--- src/rtl/spi_slave.sv ---
// SPI mode-0 peripheral controller: 8-bit MSB-first frames, host register
// port with RX holding register, TX buffer, status flags and level interrupt.
module spi_slave (
  input  logic       i_clk,
  input  logic       i_reset,
  input  logic       i_addr,
  input  logic       i_cs,
  input  logic       i_we,
  input  logic [7:0] i_dat,
  output logic [7:0] o_dat,
  input  logic       i_sck,
  input  logic       i_ss,
  input  logic       i_mosi,
  output logic       o_miso,
  output logic       o_miso_oe,
  output logic       o_irq
);

  localparam int unsigned FrameW = 8;
  localparam int unsigned CntW   = 3;

  typedef enum logic {IDLE, SHIFT} state_t;

  // [0],[1] synchronizer stages, [2] history for edge detection.
  // Left out of reset so a pin held low through reset never looks like a fresh edge.
  logic [2:0] sck_sync;
  logic [2:0] ss_sync;
  logic [1:0] mosi_sync;

  always_ff @(posedge i_clk) begin
    sck_sync  <= {sck_sync[1:0], i_sck};
    ss_sync   <= {ss_sync[1:0], i_ss};
    mosi_sync <= {mosi_sync[0], i_mosi};
  end

  logic sck_rise, sck_fall, ss_fall, ss_rise, mosi_bit;
  assign sck_rise = sck_sync[1] & ~sck_sync[2];
  assign sck_fall = ~sck_sync[1] & sck_sync[2];
  assign ss_fall  = ~ss_sync[1] & ss_sync[2];
  assign ss_rise  = ss_sync[1] & ~ss_sync[2];
  assign mosi_bit = mosi_sync[1];

  state_t              state_q, state_d;
  logic [FrameW-1:0]   tx_buf_q, tx_buf_d;
  logic [FrameW-1:0]   tx_shift_q, tx_shift_d;
  logic [FrameW-1:0]   rx_shift_q, rx_shift_d;
  logic [FrameW-1:0]   rx_data_q, rx_data_d;
  logic [CntW-1:0]     bit_cnt_q, bit_cnt_d;
  logic                tx_valid_q, tx_valid_d;
  logic                rx_full_q, rx_full_d;
  logic                overrun_q, overrun_d;
  logic                underrun_q, underrun_d;
  logic                ien_q, ien_d;
  logic                active;
  logic                do_load;
  logic                rd_data, wr_ctl, wr_data;

  assign active  = (state_q == SHIFT);
  assign rd_data = i_cs & ~i_we & i_addr;
  assign wr_ctl  = i_cs & i_we & ~i_addr;
  assign wr_data = i_cs & i_we & i_addr;

  // Next-state and datapath; bus clears come first so frame events override them.
  always_comb begin
    state_d    = state_q;
    tx_buf_d   = tx_buf_q;
    tx_shift_d = tx_shift_q;
    rx_shift_d = rx_shift_q;
    rx_data_d  = rx_data_q;
    bit_cnt_d  = bit_cnt_q;
    tx_valid_d = tx_valid_q;
    rx_full_d  = rx_full_q;
    overrun_d  = overrun_q;
    underrun_d = underrun_q;
    ien_d      = ien_q;
    do_load    = 1'b0;

    if (rd_data) rx_full_d = 1'b0;
    if (wr_ctl) begin
      ien_d = i_dat[4];
      if (i_dat[2]) overrun_d  = 1'b0;
      if (i_dat[3]) underrun_d = 1'b0;
    end

    unique case (state_q)
      IDLE: begin
        if (ss_fall) begin
          state_d   = SHIFT;
          bit_cnt_d = '0;
          do_load   = 1'b1;
        end
      end
      SHIFT: begin
        if (ss_rise) begin
          state_d   = IDLE;
          bit_cnt_d = '0;
        end else if (sck_rise) begin
          rx_shift_d = {rx_shift_q[FrameW-2:0], mosi_bit};
          bit_cnt_d  = bit_cnt_q + CntW'(1);
          if (bit_cnt_q == CntW'(FrameW - 1)) begin
            rx_data_d = {rx_shift_q[FrameW-2:0], mosi_bit};
            rx_full_d = 1'b1;
            if (rx_full_q && !rd_data) overrun_d = 1'b1;
          end
        end else if (sck_fall) begin
          if (bit_cnt_q != '0) tx_shift_d = {tx_shift_q[FrameW-2:0], 1'b0};
          else                 do_load    = 1'b1;
        end
      end
      default: state_d = IDLE;
    endcase

    if (do_load) begin
      if (tx_valid_q) begin
        tx_shift_d = tx_buf_q;
        tx_valid_d = 1'b0;
      end else begin
        tx_shift_d = '0;
        underrun_d = 1'b1;
      end
    end

    // A same-cycle host write lands after the load has taken the old buffer.
    if (wr_data) begin
      tx_buf_d   = i_dat;
      tx_valid_d = 1'b1;
    end
  end

  always_ff @(posedge i_clk) begin
    if (i_reset) begin
      state_q    <= IDLE;
      tx_buf_q   <= '0;
      tx_shift_q <= '0;
      rx_shift_q <= '0;
      rx_data_q  <= '0;
      bit_cnt_q  <= '0;
      tx_valid_q <= 1'b0;
      rx_full_q  <= 1'b0;
      overrun_q  <= 1'b0;
      underrun_q <= 1'b0;
      ien_q      <= 1'b0;
    end else begin
      state_q    <= state_d;
      tx_buf_q   <= tx_buf_d;
      tx_shift_q <= tx_shift_d;
      rx_shift_q <= rx_shift_d;
      rx_data_q  <= rx_data_d;
      bit_cnt_q  <= bit_cnt_d;
      tx_valid_q <= tx_valid_d;
      rx_full_q  <= rx_full_d;
      overrun_q  <= overrun_d;
      underrun_q <= underrun_d;
      ien_q      <= ien_d;
    end
  end

  assign o_dat     = i_addr ? rx_data_q
                            : {active, 2'b00, ien_q, underrun_q, overrun_q, ~tx_valid_q, rx_full_q};
  assign o_miso    = active ? tx_shift_q[FrameW-1] : 1'b0;
  assign o_miso_oe = active;
  assign o_irq     = ien_q & rx_full_q;

endmodule

--- config.mk ---
export PLATFORM = sky130hd
export DESIGN_NAME = spi_slave
export DESIGN_NICKNAME = d
export VERILOG_FILES = /design/src/rtl/spi_slave.sv
export SDC_FILE = /design/constraint.sdc
export NUM_CORES = 1
export LEC_CHECK = 0
export CORE_MARGIN = 3
export CORE_UTILIZATION = 51
export CTS_BUF_LIST = sky130_fd_sc_hd__clkbuf_4 sky130_fd_sc_hd__clkbuf_8
export DETAILED_ROUTE_END_ITERATION = 8
export PLACE_DENSITY = 0.78
export SYNTH_ARGS = -nofsm -noshare
export SYNTH_HDL_FRONTEND = slang
export SYNTH_SLANG_ARGS = --single-unit
--- constraint.sdc ---
create_clock -name i_clk -period 1.9 [get_ports i_clk]
set_clock_uncertainty 0.2 [all_clocks]
set_input_delay 0.285 -clock i_clk [delete_from_list [all_inputs] [get_ports i_clk]]
set_output_delay 0.285 -clock i_clk [all_outputs]
set_load 0.01 [all_outputs]
; ---- Word level (Yosys, flattened, before mapping)
; Cells that the tools add are included.
[totals]
elab_cells = 89
ff_bits = 48
inputBits = 16
[op_classes]
n_reduce_logical = 11
mux = 39
eq_ne = 5
bitwise = 19
n_addsub = 1
[ops]
columns = op, count
row1 = 2-to-1 mux 8 bit, 8
row2 = 2-to-1 mux 1 bit, 25
row3 = bitwise AND 1 bit, 10
row4 = 2-to-1 mux 3 bit, 3
row5 = inverter 1 bit, 9
row6 = nonzero test 2 bit, 4
row7 = case mux 3 bit (2 select lines), 1
row8 = AND reduction 5 bit, 1
row9 = inequality test 2 x 1 -> 1 bit (second input constant), 2
row10 = case mux 1 bit (2 select lines), 2
row11 = AND reduction 4 bit, 1
row12 = adder 3 x 1 -> 3 bit (second input constant), 1
row13 = == test 3 bit (second input constant), 1
row14 = inequality test 3 bit (second input constant), 1
row15 = AND reduction 3 bit, 1
row16 = nonzero test 3 bit, 1
row17 = inequality test 2 bit (second input constant), 1
row18 = AND reduction 2 bit, 1
row19 = logical AND 1 bit, 1
row20 = zero test 1 bit, 1

; ---- Depth between registers and ports, before layout
[depth]
word_depth = 10
ltp_mapped = 7
ltp_nobuf = 6

; ---- Worst setup path before layout
; No wires, ideal clock.
[synth_path]
kind = reg2reg
startpoint = reg bit_cnt_q[0]
endpoint = reg tx_shift_q[5]
setup_slack_ps = 88
stages_incl_launch_ff = 7
period_less_slack_ps = 1812
t_required_ps = 1578
arrival_ps = 1490
path_cell_list = dfxtp_1 -> inv_1 -> ha_1 -> and4bb_1 -> a31oi_2 -> nor3b_4 -> a221o_1
[synth_via]
elab_chain_len = 8
[synth_lines]
columns = item, line
row1 = "start, declared", 48  ; logic [CntW-1:0] bit_cnt_q, bit_cnt_d;
row2 = "start signal, assigned", 149  ; bit_cnt_q <= bit_cnt_d;
row3 = nonzero test 3 bit *, 106  ; if (bit_cnt_q != '0) tx_shift_d = {tx_shift_q[FrameW-2:0], 1'b0};
row4 = 2-to-1 mux 1 bit, 106
row5 = 2-to-1 mux 1 bit, 105  ; end else if (sck_fall) begin
row6 = 2-to-1 mux 1 bit, 97  ; end else if (sck_rise) begin
row7 = 2-to-1 mux 1 bit, 94  ; if (ss_rise) begin
row8 = case mux 1 bit (2 select lines), 85  ; unique case (state_q)
row9 = inequality test 2 x 1 -> 1 bit (no source line) / nonzero test 2 bit (equally long branches), --
row10 = AND reduction 5 bit (no source line), --
row11 = "end signal, assigned", 146  ; tx_shift_q <= tx_shift_d;
row12 = "end, declared", 45  ; logic [FrameW-1:0] tx_shift_q, tx_shift_d;
; Mark *: on every way between the ends. The rest lies on a longest branch, timed or not.
; A chain may end at the register's enable or synchronous reset.

; ---- Worst setup path in the final report
[layout_path]
startpoint = reg state_q, in the netlist o_miso_oe
endpoint = out o_miso
[layout_via]
elab_chain_len = 1
[layout_lines]
columns = item, line
row1 = "start, declared", 43  ; state_t state_q, state_d;
row2 = "start signal, assigned", 144  ; state_q <= state_d;
row3 = 2-to-1 mux 1 bit, 160  ; assign o_miso = active ? tx_shift_q[FrameW-1] : 1'b0;
row4 = "end, declared", 14  ; output logic o_miso,
; No other way between the ends.

==> results by group <==
STA
  • Pins over their slew limit: 0
  • Count of final setup violators: 0
  • Period utilization: 0.973
  • Final min period: 1850 ps
  • RSZ-0062 raised after global routing: false
  • Worst Max-Slew Pin Slew: between 300 and 400 ps
  • Hold Worst Slack: between 100 and 150 ps
  • Fin. Hold Viols: 0
  • FMAX: between 0.5 and 0.6 GHz
  • Final worst slack: 50.4 ps
  • Slew Limit Headroom: 0.758

Clock network
  • Num CTS Buffers: 5
  • CTS Sinks: 48
  • Depth of the CTS H-tree: 2
  • Clk root buf: clkbuf_8
  • Worst skew pair latency: 310 ps
  • Clock Path Buffers: 2
  • CTS tree: built
  • Clock transition at the registers of the reported paths: 90 ps

Power
  • Clock power share: 0.386
  • Int Pwr: 1.55 mW
  • Net Sw Frac: 0.224
  • Psw: approximately 0.45 mW
  • Pwr per Cell Area: 757 mW/mm²
  • Peak VDD IR: 599 µV
  • Pleak: roughly 1.0 nW
  • Combinational cell fraction of total power: 0.094
  • Sequential Power Share: 0.520

Synthesis
  • Synthesized instance count: 234
  • Netlist cell types: ~40
  • Mapped cell area: 0.00207 mm²
  • Flops & latches, synth: 48
  • Seq/Total Area, Yosys: 0.465
  • Syn Nets: approximately 250
  • EDFF count, synth: 0
  • Yosys warning count: 0
  • Ys async rst share: 0
  • Syn_area_per_cell: just under 9 µm²
  • Main synth FF type: dfxtp_1

Setup path
  • CP Class: reg2out
  • Setup crit start kind: flop
  • R2r worst-path depth: 6
  • Arrival time worst endpoint: approximately 1400 ps
  • Crit path capture type: output port
  • CP max FO: 5
  • WP data required: ~1400 ps

Detailed routing
  • WL/cell: between 10 and 15 µm
  • Initial DRT Pass Iterations: 4
  • Number of DRC markers in iteration 0: around 120
  • Vias: 1808
  • Routed WL: between 4000 and 5000 µm
  • Via-to-Cell Ratio: roughly 5.6
  • DRC errors left: 0
  • Antenna Violating Nets Remaining: 0

Layout
  • Layout area overhead: 27.8%
  • Final std cells w/o fill: about 330
  • Diode count: 0
  • Layout cells sized above 1: 0.170
  • Final net count: approximately 300

Placement
  • GP Congestion: approximately 0.81
  • Placed Instances: between 300 and 400
  • IO Port Bufs: 26
  • HPWL Detailed: 3230 µm
  • Place WS: -336 ps

Global routing
  • Global-route usage over all layers: 0.206
  • Largest net degree at the start of global routing: 20
  • Initial antenna violation count: 0
  • First-pass GRT wire length: between 8000 and 9000 µm
  • Total grt overflow: 0
  • Number of global-route vias before repair: about 1700

Floorplan
  • Die height: roughly 70 µm
  • Core Region: ~0.0038 mm²
  • Initial core utilization: 0.548
  • Site Rows: 22
  • Die area: around 0.005 mm²
  • # IOs: 27
  • Die W: roughly 70 µm

Worst hold path
  • Hold path cells: 0
  • Hold WC Path Type: reg2reg

Outcome
  • Status: finished, final reports clean

Run
  • Max-Cap Viols: 0
-- worst max-delay path, stage by stage (launching register included) --
cell and delay (ps):
dfxtp_4 380, and2_1 150, clkdlybuf4s50_1 530
-- flip-flops by register name, summed over array words and instances (netlist names) --
| name | cells |
|---|---|
| ien_q | 1 |
| tx_buf_q | 8 |
| bit_cnt_q | 3 |
| overrun_q | 1 |
| rx_shift_q | 7 |
| rx_data_q | 8 |
| sck_sync | 3 |
| ss_sync | 3 |
| tx_shift_q | 8 |
| mosi_sync | 2 |
| tx_valid_q | 1 |
| rx_full_q | 1 |
| underrun_q | 1 |
| o_miso_oe | 1 |
-- through the flow --
stage                util  area [µm²]  power [mW]  TNS (ps)
finish              0.701        2640        2.00         0
global route        0.701        2640        2.07         0
CTS                 0.700        2640        2.01         0
detailed placement  0.657        2480        1.24     -2490
global placement    0.657        2480        1.24     -2190
floorplan               -        2070        1.15         0
-- worst paths after layout --
check          startpoint       endpoint  slack [ps]
min reg2reg   sck_sync[0]    sck_sync[1]         130
min           sck_sync[0]    sck_sync[1]         130
max reg2reg  bit_cnt_q[0]  tx_shift_q[3]          70
max             o_miso_oe         o_miso          50
-- synth_stat cells (2+ instances only) --
cell type,count,share of area
inv_1,3,0.0054
clkbuf_1,5,0.0091
and2_1,10,0.030
nand2b_1,2,0.0060
mux2i_1,2,0.0097
and3_1,2,0.0060
a21oi_1,33,0.080
nand2_1,41,0.074
a32oi_1,2,0.0085
nand4b_1,2,0.0085
and4b_1,2,0.0097
a2bb2oi_1,3,0.013
nand3b_1,6,0.022
nor2_1,8,0.015
nand3_1,14,0.034
dfxtp_1,48,0.46
buf_1,4,0.0073
mux2_2,5,0.027
nor2b_1,2,0.0060
o21ai_0,2,0.0048
a221o_1,6,0.029
nand4_1,7,0.021
ha_1,3,0.018
buf_2,5,0.012
-- cells in the final DEF, fill, tap and decap left out, types with 2 or more instances in the layout --
master           synthesis  layout
a221o_1                  6       6
ha_1                     3       3
nand2b_1                 2       2
nand3b_1                 6       6
mux2_2                   5       5
nor2b_1                  2       2
clkdlybuf4s50_1          0      19
and4b_1                  2       2
o21ai_0                  2       2
nand4_1                  7       7
dfxtp_2                  0       2
a2bb2oi_1                3       3
clkbuf_8                 0       6
and2_1                  10      10
nand4b_1                 2       2
nand3_1                 14      14
mux2i_1                  2       2
inv_1                    3       3
buf_4                    1      21
nand2_1                 41      41
a21oi_1                 33      33
a32oi_1                  2       2
and3_1                   2       2
dlygate4sd2_1            0       7
nor2_1                   8       8
dfxtp_1                 48      45
-- timing repair --
action                                  4_1_cts  5_1_grt
endpoints found under the setup margin       17        8
gates resized for setup                      11        2
gates cloned                                  1        0
setup buffers                                 4        0
pin swaps                                     0        0
hold buffers                                  0        0
-- power by group through the flow --
| stage | clock [mW] | combinational (mW) | sequential (mW) |
|---|---|---|---|
| after floorplan | 0 | 0.0851 | 1.06 |
| after global placement | 0 | 0.172 | 1.07 |
| after detailed placement | 0 | 0.174 | 1.07 |
| after CTS | 0.784 | 0.187 | 1.04 |
| after global routing | 0.820 | 0.204 | 1.04 |
| final | 0.772 | 0.188 | 1.04 |
-- cell type report --
type / instances / area, µm²
repair buffers: 50 / 445
inverters: 3 / 11.3
clock inverters: 2 / 38.8
flip-flops and latches: 48 / 967
clock buffers: 6 / 82.6
well taps: 48 / 60.1
fillers: 302 / 1130
multi-input cells: 168 / 1040
-- cells by family (layout without fill, tap and decap cells) --
logic type | after synthesis | after routing | share of synthesized area
multiplexers | 7 | 7 | 0.0369
adder cells (fa/ha/maj) | 3 | 3 | 0.0182
buffers and inverters | 18 | 61 | 0.0375
AO/OA/AOI/OAI | 52 | 52 | 0.160
AND/OR/NAND/NOR | 106 | 106 | 0.283
flip-flops | 48 | 48 | 0.465
-- routing by layer --
metal,up-vias,track usage,wire [µm]
li1,912,-,-
met1,840,0.283,2190
met2,48,0.310,2210
met3,8,0.0638,247
met4,0,0.0638,74
met5,-,0,0
Note: power is estimated with default switching activity, not from simulation.
